[config.mk]
export PLATFORM = sky130hd
export DESIGN_NAME = dsp_mac_pipe
export DESIGN_NICKNAME = d
export VERILOG_FILES = /design/src/rtl/dsp_mac_pipe.sv
export SDC_FILE = /design/constraint.sdc
export NUM_CORES = 2
export LEC_CHECK = 0
export BUFFER_PORTS_ARGS = -buffer_cell sky130_fd_sc_hd__buf_2
export CAP_MARGIN = 20
export CORE_MARGIN = 4
export CORE_UTILIZATION = 50
export DETAILED_ROUTE_END_ITERATION = 6
export PLACE_DENSITY = 0.73
export SLEW_MARGIN = 20
export SYNTH_ARGS = -nofsm -noshare
export SYNTH_HDL_FRONTEND = slang
export SYNTH_SLANG_ARGS = --single-unit
export TNS_END_PERCENT = 10
[constraint.sdc]
create_clock -name clk -period 11.05 [get_ports clk]
set_clock_uncertainty 0.1 [all_clocks]
set_input_delay 2.21 -clock clk [delete_from_list [all_inputs] [get_ports clk]]
set_output_delay 2.21 -clock clk [all_outputs]
set_load 0.005 [all_outputs]
[src/rtl/dsp_mac_pipe.sv]
// dsp_mac_pipe: 4-stage signed pre-add / multiply / post-add MAC slice.
// Valid and OPMODE travel with each sample; optional saturation, overflow
// flag and masked pattern detect are registered alongside P.
//
// Ports:
//   clk, rst_n      clock (rising edge), async active-low reset
//   CE              global enable, 0 freezes every pipeline register
//   RSTP            sync clear of P / OVERFLOW / PATTERNDETECT
//   IN_VALID        sample valid at stage 0
//   OPMODE[7:0]     per-sample mode (X, Z, mult B source, CIN, pre-sub, post-sub)
//   A, B, D, C      signed operands
//   PCIN            cascade input
//   M               stage-3 product register
//   P, PCOUT        accumulator / result (PCOUT == P)
//   OUT_VALID       P holds a newly produced sample
//   OVERFLOW        sample in P overflowed the signed P range
//   PATTERNDETECT   ((P ^ PATTERN) & ~MASK) == 0
module dsp_mac_pipe #(
    parameter int A_WIDTH = 18,
    parameter int B_WIDTH = 18,
    parameter int D_WIDTH = 18,
    parameter int C_WIDTH = 48,
    parameter int P_WIDTH = 48,
    parameter bit SAT_EN  = 1'b0,
    parameter logic [P_WIDTH-1:0] PATTERN = '0,
    parameter logic [P_WIDTH-1:0] MASK = {{(P_WIDTH-8){1'b1}}, 8'h00},
    localparam int PRE_W = ((B_WIDTH > D_WIDTH) ? B_WIDTH : D_WIDTH) + 1,
    localparam int M_W   = A_WIDTH + PRE_W
) (
    input  logic                      clk,
    input  logic                      rst_n,
    input  logic                      CE,
    input  logic                      RSTP,
    input  logic                      IN_VALID,
    input  logic [7:0]                OPMODE,
    input  logic signed [A_WIDTH-1:0] A,
    input  logic signed [B_WIDTH-1:0] B,
    input  logic signed [D_WIDTH-1:0] D,
    input  logic signed [C_WIDTH-1:0] C,
    input  logic signed [P_WIDTH-1:0] PCIN,
    output logic signed [M_W-1:0]     M,
    output logic signed [P_WIDTH-1:0] P,
    output logic signed [P_WIDTH-1:0] PCOUT,
    output logic                      OUT_VALID,
    output logic                      OVERFLOW,
    output logic                      PATTERNDETECT
);

    localparam int SUM_W = P_WIDTH + 2;

    // Stage 1
    logic                      s1_v;
    logic [7:0]                s1_op;
    logic signed [A_WIDTH-1:0] s1_a;
    logic signed [B_WIDTH-1:0] s1_b;
    logic signed [D_WIDTH-1:0] s1_d;
    logic signed [C_WIDTH-1:0] s1_c;
    logic signed [P_WIDTH-1:0] s1_pcin;

    // Stage 2 (op keeps only fields still needed: {post_sub, cin, z, x})
    logic                      s2_v;
    logic [5:0]                s2_op;
    logic signed [A_WIDTH-1:0] s2_a;
    logic signed [PRE_W-1:0]   s2_bm;
    logic [P_WIDTH-1:0]        s2_dab;
    logic signed [C_WIDTH-1:0] s2_c;
    logic signed [P_WIDTH-1:0] s2_pcin;

    // Stage 3
    logic                      s3_v;
    logic [5:0]                s3_op;
    logic [P_WIDTH-1:0]        s3_dab;
    logic signed [C_WIDTH-1:0] s3_c;
    logic signed [P_WIDTH-1:0] s3_pcin;

    // Pre-adder, sized one bit wider than the widest input so it never wraps
    logic signed [PRE_W-1:0] b_ext;
    logic signed [PRE_W-1:0] d_ext;
    logic signed [PRE_W-1:0] pre_sum;
    logic signed [PRE_W-1:0] mul_b;
    logic [P_WIDTH-1:0]      dab;
    logic [5:0]              op_fwd;

    assign b_ext   = {{(PRE_W-B_WIDTH){s1_b[B_WIDTH-1]}}, s1_b};
    assign d_ext   = {{(PRE_W-D_WIDTH){s1_d[D_WIDTH-1]}}, s1_d};
    assign pre_sum = s1_op[6] ? (d_ext - b_ext) : (d_ext + b_ext);
    assign mul_b   = s1_op[4] ? pre_sum : b_ext;
    assign dab     = P_WIDTH'({s1_d, s1_a, s1_b});
    assign op_fwd  = {s1_op[7], s1_op[5], s1_op[3:0]};

    // Multiplier operands widened to the full product width
    logic signed [M_W-1:0] a_m;
    logic signed [M_W-1:0] b_m;
    logic signed [M_W-1:0] product;

    assign a_m     = {{PRE_W{s2_a[A_WIDTH-1]}}, s2_a};
    assign b_m     = {{A_WIDTH{s2_bm[PRE_W-1]}}, s2_bm};
    assign product = a_m * b_m;

    // Post-adder, two guard bits so overflow is visible before wrap/clamp
    logic signed [SUM_W-1:0] m_ext;
    logic signed [SUM_W-1:0] p_ext;
    logic signed [SUM_W-1:0] dab_ext;
    logic signed [SUM_W-1:0] c_ext;
    logic signed [SUM_W-1:0] pcin_ext;
    logic signed [SUM_W-1:0] cin_ext;
    logic signed [SUM_W-1:0] x_val;
    logic signed [SUM_W-1:0] z_val;
    logic signed [SUM_W-1:0] sum;
    logic [2:0]              sum_top;
    logic                    ovf;
    logic [P_WIDTH-1:0]      p_next;
    logic                    pd_next;

    assign m_ext    = {{(SUM_W-M_W){M[M_W-1]}}, M};
    assign p_ext    = {{2{P[P_WIDTH-1]}}, P};
    assign dab_ext  = {{2{s3_dab[P_WIDTH-1]}}, s3_dab};
    assign c_ext    = {{(SUM_W-C_WIDTH){s3_c[C_WIDTH-1]}}, s3_c};
    assign pcin_ext = {{2{s3_pcin[P_WIDTH-1]}}, s3_pcin};
    assign cin_ext  = SUM_W'(s3_op[4]);

    always_comb begin
        x_val = '0;
        z_val = '0;
        unique case (s3_op[1:0])
            2'd0:    x_val = '0;
            2'd1:    x_val = m_ext;
            2'd2:    x_val = p_ext;
            default: x_val = dab_ext;
        endcase
        unique case (s3_op[3:2])
            2'd0:    z_val = '0;
            2'd1:    z_val = pcin_ext;
            2'd2:    z_val = p_ext;
            default: z_val = c_ext;
        endcase
    end

    assign sum = s3_op[5] ? (z_val - (x_val + cin_ext))
                          : (z_val + x_val + cin_ext);

    // In range only when the guard bits match the P sign bit
    assign sum_top = sum[SUM_W-1:P_WIDTH-1];
    assign ovf     = !((&sum_top) || !(|sum_top));

    always_comb begin
        p_next = sum[P_WIDTH-1:0];
        if (SAT_EN && ovf) begin
            p_next = sum[SUM_W-1] ? {1'b1, {(P_WIDTH-1){1'b0}}}
                                  : {1'b0, {(P_WIDTH-1){1'b1}}};
        end
    end

    assign pd_next = (((p_next ^ PATTERN) & ~MASK) == '0);

    // Pipeline stages 1-3, product register and output valid
    always_ff @(posedge clk or negedge rst_n) begin
        if (!rst_n) begin
            s1_v      <= 1'b0;
            s1_op     <= '0;
            s1_a      <= '0;
            s1_b      <= '0;
            s1_d      <= '0;
            s1_c      <= '0;
            s1_pcin   <= '0;
            s2_v      <= 1'b0;
            s2_op     <= '0;
            s2_a      <= '0;
            s2_bm     <= '0;
            s2_dab    <= '0;
            s2_c      <= '0;
            s2_pcin   <= '0;
            s3_v      <= 1'b0;
            s3_op     <= '0;
            s3_dab    <= '0;
            s3_c      <= '0;
            s3_pcin   <= '0;
            M         <= '0;
            OUT_VALID <= 1'b0;
        end else if (CE) begin
            s1_v      <= IN_VALID;
            s1_op     <= OPMODE;
            s1_a      <= A;
            s1_b      <= B;
            s1_d      <= D;
            s1_c      <= C;
            s1_pcin   <= PCIN;
            s2_v      <= s1_v;
            s2_op     <= op_fwd;
            s2_a      <= s1_a;
            s2_bm     <= mul_b;
            s2_dab    <= dab;
            s2_c      <= s1_c;
            s2_pcin   <= s1_pcin;
            s3_v      <= s2_v;
            s3_op     <= s2_op;
            s3_dab    <= s2_dab;
            s3_c      <= s2_c;
            s3_pcin   <= s2_pcin;
            M         <= product;
            OUT_VALID <= s3_v;
        end
    end

    // Stage 4: bubbles hold P so accumulation only counts valid samples
    always_ff @(posedge clk or negedge rst_n) begin
        if (!rst_n) begin
            P             <= '0;
            OVERFLOW      <= 1'b0;
            PATTERNDETECT <= 1'b0;
        end else if (RSTP) begin
            P             <= '0;
            OVERFLOW      <= 1'b0;
            PATTERNDETECT <= 1'b0;
        end else if (CE && s3_v) begin
            P             <= p_next;
            OVERFLOW      <= ovf;
            PATTERNDETECT <= pd_next;
        end
    end

    assign PCOUT = P;

endmodule

==> flow_results.org <==
** Status
- The run finished with clean final reports.

** STA
- Number of hold-slack violations in the final timing report :: 0
- Post-route clock period utilization :: 69.42%
- Pins Over Slew Limit :: 0
- Setup violations remaining at the end of the flow were counted as 0.
- The worst pin sits at a relative slew slack of 26.94%.
- Pin slew with the least headroom to its limit :: 1.096 ns
- Fmax :: 0.1304 GHz
- Unrepaired setup endpoints after global routing :: false
- Fin Setup TNS :: 0 ns
- Counting I/O delays and the setup requirement, the final critical path takes 7.671 ns.

** Synth
- Area of the mapped netlist :: 43,910 sq um
- Yosys warnings :: 0
- Top_reg_cell synth :: sky130_fd_sc_hd__dfrtp_1
- Synthesis inferred 568 register bits.
- Syn_nets :: 4,944
- The number of different library cells used by synthesis comes to 78.
- After synthesis, flip-flops and latches occupy 32.37% of the total area.
- Number of enable-type register cells in the synthesized netlist :: 0
- Of all flip-flops after synthesis, the portion carrying an async set or reset was 100.0%.
- Dividing the synthesized area by the synthesized cell count gives 10.51 sq um.
- Count of mapped cells out of synthesis :: 4,177

** Clocking
- The clock passes through at most 3 buffers.
- The clock net in this run drives a total of 568 sinks.
- Clk slew on worst S/H paths :: 0.07 ns
- At the later pin of the worst-skew pair, clock insertion delay measures 0.64 ns.
- Gates resized during post-CTS repair numbered 0.
- The H-tree was split into 3 levels.
- The number of setup buffers added after CTS is 0.
- In this run the clock root is driven by a sky130_fd_sc_hd__clkbuf_16.
- TritonCTS built the clock tree.
- Buffers inserted to repair hold after CTS numbered 0.
- CTS Buf Count :: 66

** Route
- Vias :: 30,990
- Detailed-routed wire length on met3 :: 7437 um
- The first routing iteration left 2,125 violations.
- Antenna viol nets, final :: 0
- Detailed-route wire length on metal 1 :: 51,790 um
- Summed over all nets, wire length on met2 after detailed routing comes to 57,110 um.
- In the final routed layout, each cell accounts on average for 22.14 um.
- Top routing layer in use :: met4
- The pre-antenna-repair detailed-routing pass consisted of 6 iterations.
- Routed via count divided by cell count :: 5.628
- DRC violation count after routing :: 0
- Wires add up to 121,900 um.

** Layout
- Compared with the post-synthesis result, the final layout area differs by 9.996%.
- Cells with a size suffix above 1 make up 24.10% of the layout.
- Net count reported at finish :: 5,068
- Non-filler instance count after layout :: 5,507
- Number of filler cells placed in the layout :: 7,467
- FF+latch area :: 14,220 sq um
- Final standard cell utilization of the core :: 55.59%
- Antenna cells :: 0
- In the final layout, the multi-input gates occupy 26,570 sq um.

** Global route
- Overflow after GRT :: 0
- Entering global routing, the biggest net connects 149 pins.
- The number of global-route vias before repair is 32,080.
- The initial antenna violation count is 4.
- Wire length of the first global-routing pass :: 189,100 um
- Across every metal layer, demand over resource in global routing totals 26.27%.

** Place
- Cell Count Post-Placement :: 5,388
- Buffers added on ports :: 298
- Final weighted congestion of routability-driven global placement :: 0.9348
- The HPWL after detailed placement is 92,800 um.

** Min path
- The worst hold path begins at PATTERNDETECT.
- Hold Path Cell Cnt :: 2
- Hold WC Path Type :: flop to flop
- Destination of the worst hold path :: PATTERNDETECT

** Floorplanning
- Placeable Area :: 86,890 sq um
- 299 I/O pins were placed.
- Once the floorplan was initialized, standard cells occupied 50.54% of the core.
- Die height :: 304.3 um
- The die covers 92,630 sq um.
- Number of standard-cell rows in the floorplan :: 108
- Die Wd :: 304.3 um

** Setup path
- R2r startpoint :: s2_a[4]
- For this run, the slowest stage of the critical path takes 0.81 ns.
- Among cell families on the critical path, the largest total delay comes from adder cells.
- Counting stages on the worst path, the most repeated cell is sky130_fd_sc_hd__fa_1.
- Arrival time of data at the critical path endpoint :: 8.07 ns
- Across all register-to-register paths, the minimum setup slack is 3.38 ns.
- The worst setup path is captured at a flop.
- The worst setup path is of the flop to flop kind.
- Cell count of the worst reg-to-reg path :: 23
- In this run the critical register-to-register path is captured at M[35].
- The largest individual stage delay along the critical path comes from the cell sky130_fd_sc_hd__dfrtp_1.
- Along the worst path, the maximum fanout reaches 21.
- Startpoint class of the critical path :: flop
- Buf+Inv Stages, Crit Path :: 4
- Crit-path cells :: nand2_1, fa_1, fa_1, fa_1, inv_1, fa_1, fa_1, inv_1, fa_1, inv_1, ha_1, a21o_1, a21oi_1, inv_1, a21oi_1, o21ai_0, nor2_1, a31oi_1, a221o_1, o41ai_1, o21ai_0, xnor2_1, mux2_2
- Data on the critical path is required at its endpoint by 11.45 ns.

** Flow run
- Max-cap violations in this run came to 0.
[placed cells by master (no fill, tap or decap), types with 8 or more instances in the layout]
master / count
sky130_fd_sc_hd__bufinv_16: 9
sky130_fd_sc_hd__nor3_1: 33
sky130_fd_sc_hd__fa_1: 350
sky130_fd_sc_hd__mux2_2: 586
sky130_fd_sc_hd__or3_1: 9
sky130_fd_sc_hd__a21boi_0: 8
sky130_fd_sc_hd__o221ai_1: 9
sky130_fd_sc_hd__clkbuf_8: 12
sky130_fd_sc_hd__mux2i_1: 17
sky130_fd_sc_hd__nand4_1: 23
sky130_fd_sc_hd__and3_1: 10
sky130_fd_sc_hd__inv_1: 517
sky130_fd_sc_hd__o21bai_1: 26
sky130_fd_sc_hd__dfrtp_1: 564
sky130_fd_sc_hd__nand2b_1: 22
sky130_fd_sc_hd__clkbuf_1: 11
sky130_fd_sc_hd__buf_2: 296
sky130_fd_sc_hd__a22o_1: 83
sky130_fd_sc_hd__o21a_1: 15
sky130_fd_sc_hd__o21ai_0: 116
sky130_fd_sc_hd__a211oi_1: 39
sky130_fd_sc_hd__o211ai_1: 12
sky130_fd_sc_hd__clkbuf_16: 66
sky130_fd_sc_hd__and2_1: 177
sky130_fd_sc_hd__a21oi_1: 180
sky130_fd_sc_hd__ha_1: 254
sky130_fd_sc_hd__xor2_1: 57
sky130_fd_sc_hd__xnor2_1: 102
sky130_fd_sc_hd__nor2_1: 165
sky130_fd_sc_hd__a31oi_1: 20
sky130_fd_sc_hd__nand2_1: 305
sky130_fd_sc_hd__nor2b_1: 21
sky130_fd_sc_hd__a21o_1: 78
sky130_fd_sc_hd__buf_4: 24
sky130_fd_sc_hd__nand3_1: 22
[sequential cells by signal, indices dropped and copies added, names as in the netlist, 6 cells and up]
| name | flops |
|---|---|
| s1_c | 48 |
| s1_op | 8 |
| s1_pcin | 48 |
| s3_op | 6 |
| s2_pcin | 48 |
| s3_dab | 48 |
| M | 37 |
| s1_d | 18 |
| s2_bm | 19 |
| s2_a | 17 |
| s3_c | 48 |
| s2_op | 6 |
| s2_dab | 31 |
| s2_c | 48 |
| s3_pcin | 48 |
| P | 48 |
| s1_b | 18 |
| s1_a | 18 |
[stage by stage]
| stage | hold slack [ns] | cell area, sq um | setup WS (ns) |
|---|---|---|---|
| after floorplan | 0.3492 | 43910 | 4.384 |
| after global placement | 0.3541 | 45910 | 3.649 |
| after detailed placement | 0.3580 | 45910 | 3.449 |
| after CTS | 0.3730 | 48300 | 3.415 |
| after global routing | 0.4145 | 48300 | 2.985 |
| final | 0.3762 | 48300 | 3.379 |
[cell usage after synthesis, types with 57 or more instances]
master | instances | area share [%]
sky130_fd_sc_hd__nor2_1 | 165 | 1.4
sky130_fd_sc_hd__dfrtp_1 | 568 | 32
sky130_fd_sc_hd__fa_1 | 350 | 16
sky130_fd_sc_hd__nand2_1 | 305 | 2.6
sky130_fd_sc_hd__inv_1 | 517 | 4.4
sky130_fd_sc_hd__a21o_1 | 78 | 1.3
sky130_fd_sc_hd__mux2_2 | 586 | 15
sky130_fd_sc_hd__xor2_1 | 57 | 1.1
sky130_fd_sc_hd__ha_1 | 254 | 7.2
sky130_fd_sc_hd__and2_1 | 177 | 2.5
sky130_fd_sc_hd__a22o_1 | 83 | 1.7
sky130_fd_sc_hd__o21ai_0 | 116 | 1.3
sky130_fd_sc_hd__xnor2_1 | 102 | 2.0
sky130_fd_sc_hd__a21oi_1 | 180 | 2.1
sky130_fd_sc_hd__clkbuf_1 | 199 | 1.7
[layer usage]
| metal | track usage [%] | vias up |
|---|---|---|
| met5 | 0 | - |
| met4 | 10.53 | 0 |
| met3 | 4.273 | 217 |
| met2 | 42.68 | 957 |
| met1 | 35.41 | 15740 |
| li1 | - | 14080 |
[worst reg2reg max path, stage by stage (launching register included)]
cell                      delay, ns
sky130_fd_sc_hd__dfrtp_1       0.81
sky130_fd_sc_hd__nand2_1       0.18
sky130_fd_sc_hd__fa_1          0.54
sky130_fd_sc_hd__fa_1          0.46
sky130_fd_sc_hd__fa_1          0.56
sky130_fd_sc_hd__inv_1         0.06
sky130_fd_sc_hd__fa_1          0.49
sky130_fd_sc_hd__fa_1          0.49
sky130_fd_sc_hd__inv_1         0.05
sky130_fd_sc_hd__fa_1          0.47
sky130_fd_sc_hd__inv_1         0.04
sky130_fd_sc_hd__ha_1          0.33
sky130_fd_sc_hd__a21o_1        0.18
sky130_fd_sc_hd__a21oi_1       0.24
sky130_fd_sc_hd__inv_1         0.10
sky130_fd_sc_hd__a21oi_1       0.30
sky130_fd_sc_hd__o21ai_0       0.17
sky130_fd_sc_hd__nor2_1        0.25
sky130_fd_sc_hd__a31oi_1       0.23
sky130_fd_sc_hd__a221o_1       0.37
sky130_fd_sc_hd__o41ai_1       0.51
sky130_fd_sc_hd__o21ai_0       0.23
sky130_fd_sc_hd__xnor2_1       0.16
sky130_fd_sc_hd__mux2_2        0.26
[worst max-delay path by stage]
| stage | start | to | slack, ns | cells past startpoint |
|---|---|---|---|---|
| floorplan | s2_bm[18] | M[35] | 4.38 | 25 |
| global placement | s2_a[3] | M[35] | 3.65 | 23 |
| detailed placement | s2_a[3] | M[35] | 3.45 | 23 |
| CTS | s2_a[3] | M[35] | 3.41 | 23 |
| global route | s2_bm[12] | M[35] | 2.98 | 23 |
| finish | s2_a[4] | M[35] | 3.38 | 23 |
[kinds of logic (layout without fill, tap and decap cells)]
logic type / count (synthesis) / after routing / share of synthesized area [%]
and+or+nand+nor: 825 / 825 / 9.124
buffers and inverters: 785 / 960 / 7.143
AOI/OAI and AO/OA: 632 / 632 / 9.548
adders and majority gates: 604 / 604 / 23.19
muxes: 604 / 604 / 15.45
DFF: 568 / 568 / 32.37
xor gates and xnor gates: 159 / 159 / 3.171
[final cells by class]
| class | instances | share of cell area, % |
|---|---|---|
| inverter | 517 | 4.018 |
| multi-input combinational | 2824 | 55.01 |
| clock buffer | 89 | 3.847 |
| sequential | 568 | 29.44 |
| timing repair buffer | 324 | 3.585 |
| clock inverter | 30 | 1.109 |
| tap | 1155 | 2.992 |
Power is left out: the tool's default activity adds up to more than one toggle a clock period on the data nets, which glitch-free logic cannot reach.
